### src/rtl/tmds_pkg.sv
// Shared TMDS definitions: control tokens, symbol width, alignment FSM states.
package tmds_pkg;

    localparam int unsigned SYM_W = 10;

    // Control tokens, shared with the transmit-side encoder
    localparam logic [SYM_W-1:0] TOK_C00 = 10'h354;
    localparam logic [SYM_W-1:0] TOK_C01 = 10'h0AB;
    localparam logic [SYM_W-1:0] TOK_C10 = 10'h154;
    localparam logic [SYM_W-1:0] TOK_C11 = 10'h2AB;

    typedef logic [0:0] state_t;

    localparam state_t ST_SEARCH = 1'b0;
    localparam state_t ST_LOCKED = 1'b1;

endpackage

### src/rtl/tmds_sym_decode.sv
// Combinational 10b symbol decode: control-token match or 8b pixel data.
module tmds_sym_decode
    import tmds_pkg::*;
(
    input  logic [SYM_W-1:0] sym,
    output logic [7:0]       dout,
    output logic [1:0]       ctrl,
    output logic             is_token
);

    logic [7:0] d;

    // Token match and transition-minimised data recovery
    always_comb begin
        is_token = 1'b1;
        ctrl     = 2'b00;
        dout     = 8'h00;
        d        = sym[9] ? ~sym[7:0] : sym[7:0];
        case (sym)
            TOK_C00: ctrl = 2'b00;
            TOK_C01: ctrl = 2'b01;
            TOK_C10: ctrl = 2'b10;
            TOK_C11: ctrl = 2'b11;
            default: begin
                is_token = 1'b0;
                dout[0]  = d[0];
                for (int i = 1; i < 8; i++) begin
                    dout[i] = sym[8] ? (d[i] ^ d[i-1]) : ~(d[i] ^ d[i-1]);
                end
            end
        endcase
    end

endmodule

### src/rtl/tmds_channel_decoder.sv
// One TMDS data channel receiver: bit-slip alignment on control tokens plus symbol decode.
module tmds_channel_decoder
    import tmds_pkg::*;
#(
    parameter int unsigned LOCK_CNT   = 8,
    parameter int unsigned SEARCH_WIN = 2048,
    parameter int unsigned LOSS_WIN   = 4096
) (
    input  logic             hdmi_clk,
    input  logic             sys_rst,
    input  logic [SYM_W-1:0] raw_sym,
    output logic [7:0]       dout,
    output logic [1:0]       ctrl,
    output logic             de,
    output logic             locked,
    output logic [3:0]       bit_offset
);

    localparam int unsigned WIN_MAX    = (SEARCH_WIN > LOSS_WIN) ? SEARCH_WIN : LOSS_WIN;
    localparam int unsigned WIN_W      = $clog2(WIN_MAX);
    localparam int unsigned RUN_W      = $clog2(LOCK_CNT + 1);
    localparam int unsigned OFF_W      = 4;
    localparam int unsigned SETTLE_W   = 2;
    localparam int unsigned SETTLE_CYC = 2;

    logic [SYM_W-1:0]   raw_d;
    logic [SYM_W-1:0]   sym_r;
    logic [2*SYM_W-1:0] window;
    logic [SYM_W-1:0]   sym_sel;

    state_t              state,       state_nxt;
    logic [RUN_W-1:0]    tok_run,     tok_run_nxt;
    logic [WIN_W-1:0]    win_cnt,     win_cnt_nxt;
    logic [OFF_W-1:0]    bit_offset_nxt;
    logic [SETTLE_W-1:0] settle,      settle_nxt;

    logic [7:0] dec_dout;
    logic [1:0] dec_ctrl;
    logic       dec_is_token;

    assign window  = {raw_sym, raw_d};
    assign sym_sel = SYM_W'(window >> bit_offset);

    // Two-stage capture: previous word, then barrel-selected aligned symbol
    always_ff @(posedge hdmi_clk) begin
        if (sys_rst) begin
            raw_d <= '0;
            sym_r <= '0;
        end else begin
            raw_d <= raw_sym;
            sym_r <= sym_sel;
        end
    end

    tmds_sym_decode u_sym_decode (
        .sym      (sym_r),
        .dout     (dec_dout),
        .ctrl     (dec_ctrl),
        .is_token (dec_is_token)
    );

    // Alignment state registers
    always_ff @(posedge hdmi_clk) begin
        if (sys_rst) begin
            state      <= ST_SEARCH;
            tok_run    <= '0;
            win_cnt    <= '0;
            bit_offset <= '0;
            settle     <= '0;
            locked     <= 1'b0;
        end else begin
            state      <= state_nxt;
            tok_run    <= tok_run_nxt;
            win_cnt    <= win_cnt_nxt;
            bit_offset <= bit_offset_nxt;
            settle     <= settle_nxt;
            locked     <= (state_nxt == ST_LOCKED);
        end
    end

    // Token-run counting, slip search and loss-of-lock watchdog
    always_comb begin
        state_nxt      = state;
        win_cnt_nxt    = win_cnt + WIN_W'(1);
        bit_offset_nxt = bit_offset;
        settle_nxt     = (settle != '0) ? settle - SETTLE_W'(1) : settle;
        if ((settle != '0) || !dec_is_token) begin
            tok_run_nxt = '0;
        end else if (tok_run == RUN_W'(LOCK_CNT)) begin
            tok_run_nxt = tok_run;
        end else begin
            tok_run_nxt = tok_run + RUN_W'(1);
        end

        case (state)
            ST_SEARCH: begin
                if (tok_run == RUN_W'(LOCK_CNT)) begin
                    state_nxt   = ST_LOCKED;
                    win_cnt_nxt = '0;
                end else if (win_cnt == WIN_W'(SEARCH_WIN - 1)) begin
                    bit_offset_nxt = (bit_offset == OFF_W'(9)) ? '0 : bit_offset + OFF_W'(1);
                    win_cnt_nxt    = '0;
                    tok_run_nxt    = '0;
                    // stale symbols from the old offset are still in the pipe
                    settle_nxt     = SETTLE_W'(SETTLE_CYC);
                end
            end
            ST_LOCKED: begin
                if (tok_run == RUN_W'(LOCK_CNT)) begin
                    win_cnt_nxt = '0;
                end else if (win_cnt == WIN_W'(LOSS_WIN - 1)) begin
                    state_nxt   = ST_SEARCH;
                    win_cnt_nxt = '0;
                    tok_run_nxt = '0;
                    settle_nxt  = '0;
                end
            end
            default: begin
                state_nxt = ST_SEARCH;
            end
        endcase
    end

    // Output stage: blanked while unlocked, ctrl holds across data periods
    always_ff @(posedge hdmi_clk) begin
        if (sys_rst) begin
            dout <= 8'h00;
            ctrl <= 2'b00;
            de   <= 1'b0;
        end else if (!locked) begin
            dout <= 8'h00;
            ctrl <= 2'b00;
            de   <= 1'b0;
        end else if (dec_is_token) begin
            dout <= 8'h00;
            ctrl <= dec_ctrl;
            de   <= 1'b0;
        end else begin
            dout <= dec_dout;
            de   <= 1'b1;
        end
    end

endmodule
### config.mk
export PLATFORM = sky130hd
export DESIGN_NAME = tmds_channel_decoder
export DESIGN_NICKNAME = d
export VERILOG_FILES = /design/src/rtl/tmds_pkg.sv /design/src/rtl/tmds_sym_decode.sv /design/src/rtl/tmds_channel_decoder.sv
export SDC_FILE = /design/constraint.sdc
export NUM_CORES = 1
export LEC_CHECK = 0
export ABC_CLOCK_PERIOD_IN_PS = 2210
export CELL_PAD_IN_SITES_DETAIL_PLACEMENT = 0
export CELL_PAD_IN_SITES_GLOBAL_PLACEMENT = 2
export CORE_MARGIN = 4
export CORE_UTILIZATION = 36
export DETAILED_ROUTE_END_ITERATION = 8
export GPL_ROUTABILITY_DRIVEN = 0
export PLACE_DENSITY = 0.8
export SLEW_MARGIN = 20
export SYNTH_ARGS = -nofsm -noshare
export SYNTH_HDL_FRONTEND = slang
export SYNTH_SLANG_ARGS = --single-unit
### constraint.sdc
create_clock -name hdmi_clk -period 2.21 [get_ports hdmi_clk]
set_clock_uncertainty 0.05 [all_clocks]
set_input_delay 0.442 -clock hdmi_clk [delete_from_list [all_inputs] [get_ports hdmi_clk]]
set_output_delay 0.442 -clock hdmi_clk [all_outputs]
set_load 0.05 [all_outputs]
Yosys cells after proc, flatten, opt, wreduce, memory -nomap -nowiden
Index checks and enable logic that the tools add are counted.

operators by class
  bitwise operators = 17
  reduce and logical (&&, ||, !) cells = 7
  muxes and demuxes = 34
  $add $sub $neg = 4
  shifts and indexed selects = 1
  equality and inequality tests = 8

operators with widths
  cell                                                   count
  two-way mux 12 bit                                     4
  two-way mux 4 bit                                      7
  one-hot mux 12 bit (2 select lines)                    1
  equality test 10 bit, second input constant            2
  right shift 20 x 4 -> 10 bit                           1
  adder 12 x 1 -> 12 bit, second input constant          1
  equality test 12 x 11 -> 1 bit, second input constant  1
  equality test 12 bit, second input constant            1
  two-way mux 1 bit                                      12
  equality test 10 x 8 -> 1 bit, second input constant   1
  equality test 10 x 9 -> 1 bit, second input constant   1
  two-way mux 2 bit                                      5
  NOT 1 bit                                              9
  adder 4 x 1 -> 4 bit, second input constant            2
  equality test 4 bit, second input constant             2
  two-way mux 8 bit                                      1
  NOT 8 bit                                              1
  one-hot mux 4 bit (2 select lines)                     1
  OR reduction 7 bit                                     1
  bitwise XOR 1 bit                                      7
  one-hot mux 2 bit (3 select lines)                     1
  one-hot mux 2 bit (2 select lines)                     1
  OR reduction 4 bit                                     1
  AND reduction 3 bit                                    1
  other kinds (6)                                        6

word-level totals
  flip-flop bits (word level) = 54
  logic and storage cells = 81
  output and inout port bits = 16

Depth between registers and ports, before layout
Gate-level depths: netlist of the first run.

  depth in word-level cells = 9
  gate-level depth with buffers = 7
  gate-level depth less buffers = 6

Hierarchy
Synthesis of the first run repeated with hierarchy kept, for this count alone.

unflattened totals
  cell total of the unflattened synthesis = 287
  area total of the unflattened synthesis = 2955.3 µm²

modules (own cells, without submodules)
  module                area each (µm²)  times used  sequential area each (µm²)  cells an instance
  tmds_channel_decoder  2563.7           1           1081.0                      243
  tmds_sym_decode       391.6            1           0.0                         44

Least setup slack after synthesis of the first run
Ideal clock, no wire load.

  kind = register -> register
  start point = reg bit_offset[1]
  end point = reg sym_r[7]
  arrival = 2092 ps
  path buffers = 2
  slack = -60 ps
  period minus slack after synthesis = 2270 ps
  cell stages (with the launch flop) = 6
  cells stage by stage = dfxtp_1 -> clkbuf_1 -> buf_2 -> mux4_2 -> mux4_2 -> nor2b_1

between the ends
  longest elaborated chain between the ends = 1

RTL lines
  element                       RTL line                    RTL
  start: declaration            tmds_channel_decoder.sv:16  output logic [3:0] bit_offset
  start signal: assignment      tmds_channel_decoder.sv:75  bit_offset <= bit_offset_nxt;
  right shift 20 x 4 -> 10 bit  tmds_channel_decoder.sv:42  assign sym_sel = SYM_W'(window >> bit_offset);
  end signal: assignment        tmds_channel_decoder.sv:51  sym_r <= sym_sel;
  end: declaration              tmds_channel_decoder.sv:27  logic [SYM_W-1:0] sym_r;

No other way between the ends.
A chain may end at the register's enable or synchronous reset.

==> results of run 1 <==
cells by family after synthesis:
| kind of cell | count (synthesis) | share of synthesized area (%) |
|---|---|---|
| simple gates | 91 | 19.3 |
| flops | 54 | 39.9 |
| mux | 37 | 21.1 |
| compound gates | 30 | 7.01 |
| xor+xnor | 25 | 8.08 |
| buf+inv | 22 | 3.23 |
| fa+ha+maj | 3 | 1.38 |
metal layers:
layer	global-route usage, %	part of all wire, %	vias up
li1	-	-	1010
met3	3.43	5.9	5
met5	0	0	-
met4	4.33	1.3	0
met2	19.7	44	48
met1	18.0	48	946
layout make-up:
type | instances | area share, %
multi-input combinational | 186 | 46.8
sequential | 54 | 32.9
timing repair buffer | 42 | 12.1
tap | 99 | 3.76
clock buffer | 5 | 2.09
clock inverter | 3 | 1.44
inverter | 8 | 0.912
through the flow:
stage	hold slack (ps)	area, um2	std cells
floorplan	372	2710	262
finish	410	3290	397
CTS	418	3290	397
global placement	394	3180	389
detailed placement	403	3180	389
global route	453	3290	397
layout by cell type (no fill, tap or decap), drive strengths merged, types with 2 or more instances in the layout:
cell,n
a21o,2
a21oi,9
buf,19
clkbuf,5
clkdlybuf4s50,23
dfxtp,54
ha,3
inv,9
mux2i,20
mux4,16
nand2,8
nand2b,5
nand3,7
nand3b,4
nand4,3
nor2,24
nor2b,14
nor3,7
nor3b,3
nor4,3
o211ai,2
o21ai,4
o22ai,6
o2bb2ai,2
o31ai,2
or4,3
xnor2,22
xor2,3
cells in the mapped netlist, types with 4 or more instances:
cell type	count
inv_1	8
mux2i_1	20
o22ai_1	6
nand3b_1	4
nand3_1	7
o21ai_0	4
dfxtp_1	54
buf_2	4
xnor2_1	22
nand2_1	8
nand2b_1	5
clkbuf_1	7
mux4_2	16
nor3_1	7
nor2b_1	14
a21oi_1	9
nor2_1	24
path summary, 6_finish.rpt:
kind | start | end | slack (ps) | cells past startpoint
min | ctrl[0]$_SDFFE_PP0N_ | ctrl[0]$_SDFFE_PP0N_ | 410 | 2
max | state$_SDFF_PP0_ | locked | 60 | 1
max reg2reg | tok_run[0]$_SDFF_PP0_ | bit_offset[2]$_SDFFE_PP0P_ | 120 | 6
min reg2reg | ctrl[0]$_SDFFE_PP0N_ | ctrl[0]$_SDFFE_PP0N_ | 410 | 2
report_power, final:
group	switching [mW]	internal, mW	total, mW
clock	0.334	0.344	0.677
sequential	0.0239	0.995	1.02
combinational	0.0613	0.0831	0.144
worst min-delay path, stage by stage (launching register included):
cell	delay, ps
dfxtp_1	320
nand2_1	50
a21oi_1	50
flip-flops by register name, indices dropped and copies added (netlist names):
register	flops
tok_run	4
bit_offset	4
ctrl	2
raw_d	10
de	1
win_cnt	12
state	1
dout	8
settle	2
sym_r	10
==> qor.txt, run 1 <==
Status: finished clean
Post-DP HPWL: 4220 um
Avg WL per Cell: 14.1 um
Tmin final: 2150 ps
Area delta synth->final: 21.5%
Worst Path Buf+Inv: 1
Max-Cap Viols: 0
Row cnt: 31
Buffers on Ports: 27
Core region area: 7290 um2
Worst-Skew Late Latency: 310 ps
Final setup fails: 0
Max IR drop VDD: 0.222 mV
Filler instances: 741
Post-synth top area share: 39.9%
Final wirelength: 5600 um
HP Class: reg -> reg
Root buffer selected by CTS: clkbuf_8
Final hold violation count: 0
Worst-Margin Slew: 502 ps
RSZ-0062 raised after global routing: no
Top cells by area, synth: dfxtp_1 40%, mux4_2 13%, mux2i_1 7.4%
Die W: 94.8 um
Multi-input combinational cell area: 1540 um2
Cell Chain, Critical Path: clkdlybuf4s50_1
Peak fanout along the critical path: 7
Nets: 312
Startpoint Class: flip-flop
Util after Layout: 45.2%
Final Power: 1.84 mW
Post-synth EDFFs: 0
Sequential cell area: 1080 um2
Worst path top cell family by delay: buffers and inverters
Setup Crit Path Kind: reg -> out
Cts bufs inserted: 5
Ys Warns: 0
Relative slew slack: 66.4%
Vias in the first global route: 1860
Yosys top cell by area: dfxtp_1
ANT cells: 0
Setup total negative slack: 0 ps
CP endpoint kind: primary output
Post-cts hold buffer count: 0
CP peak stage delay: 860 ps
Mean area per synthesized cell: 10.3 um2
WP data required: 1720 ps
Ports: 28
Detail Route Antenna Nets: 0
Final Max Tran Viols: 0
Place WS: 34.7 ps
H-tree depth: 2
Syn Nets: 277
Crit-path slowest cell: clkdlybuf4s50_1
Flops & latches, synth: 54
Starting Density: 37.2%
Final worst setup slack: 64.7 ps
Power per cell area: 559 nW/um2
Netlist Area Pre-Place: 2710 um2
Via count: 2009
CTS tree: built
First-pass GRT wire length: 9180 um
Setup bufs post-CTS: 0
Clock sinks: 54
Dominant synthesized flop cell: dfxtp_1
Die area: 8980 um2
Fmax achieved: 466 MHz
Fin crit share: 97.1%
Drt pass-1 iters: 4
Register area share after synthesis: 39.9%
Share of cells above drive strength 1: 17.1%
Vias per inst: 5.06
Synthesized instance count: 262
Pin count of the biggest net entering global routing: 19
Post-CTS resize count: 0
Worst Path Arrival: 1650 ps
Die height: 94.8 um
Pleak: 1.08 nW
Iter 0 DRT Violations: 76
Total global routing overflow: 0
DR DRC count: 0
GRT Total Usage: 13.0%
Initial antenna violation count: 0
Longest Clk Path Bufs: 2
Ys async rst share: 0%
Clock slew at reported path FFs: 90 ps
Distinct cells, synth: 44
No activity file was read; power rests on OpenSTA's default activity.
==> inputs of run 2 (changes only) <==
- SKIP_LAST_GASP: unset -> 1
==> results of run 2 <==
Final layout, timing and power as in run 1 (identical DEF).
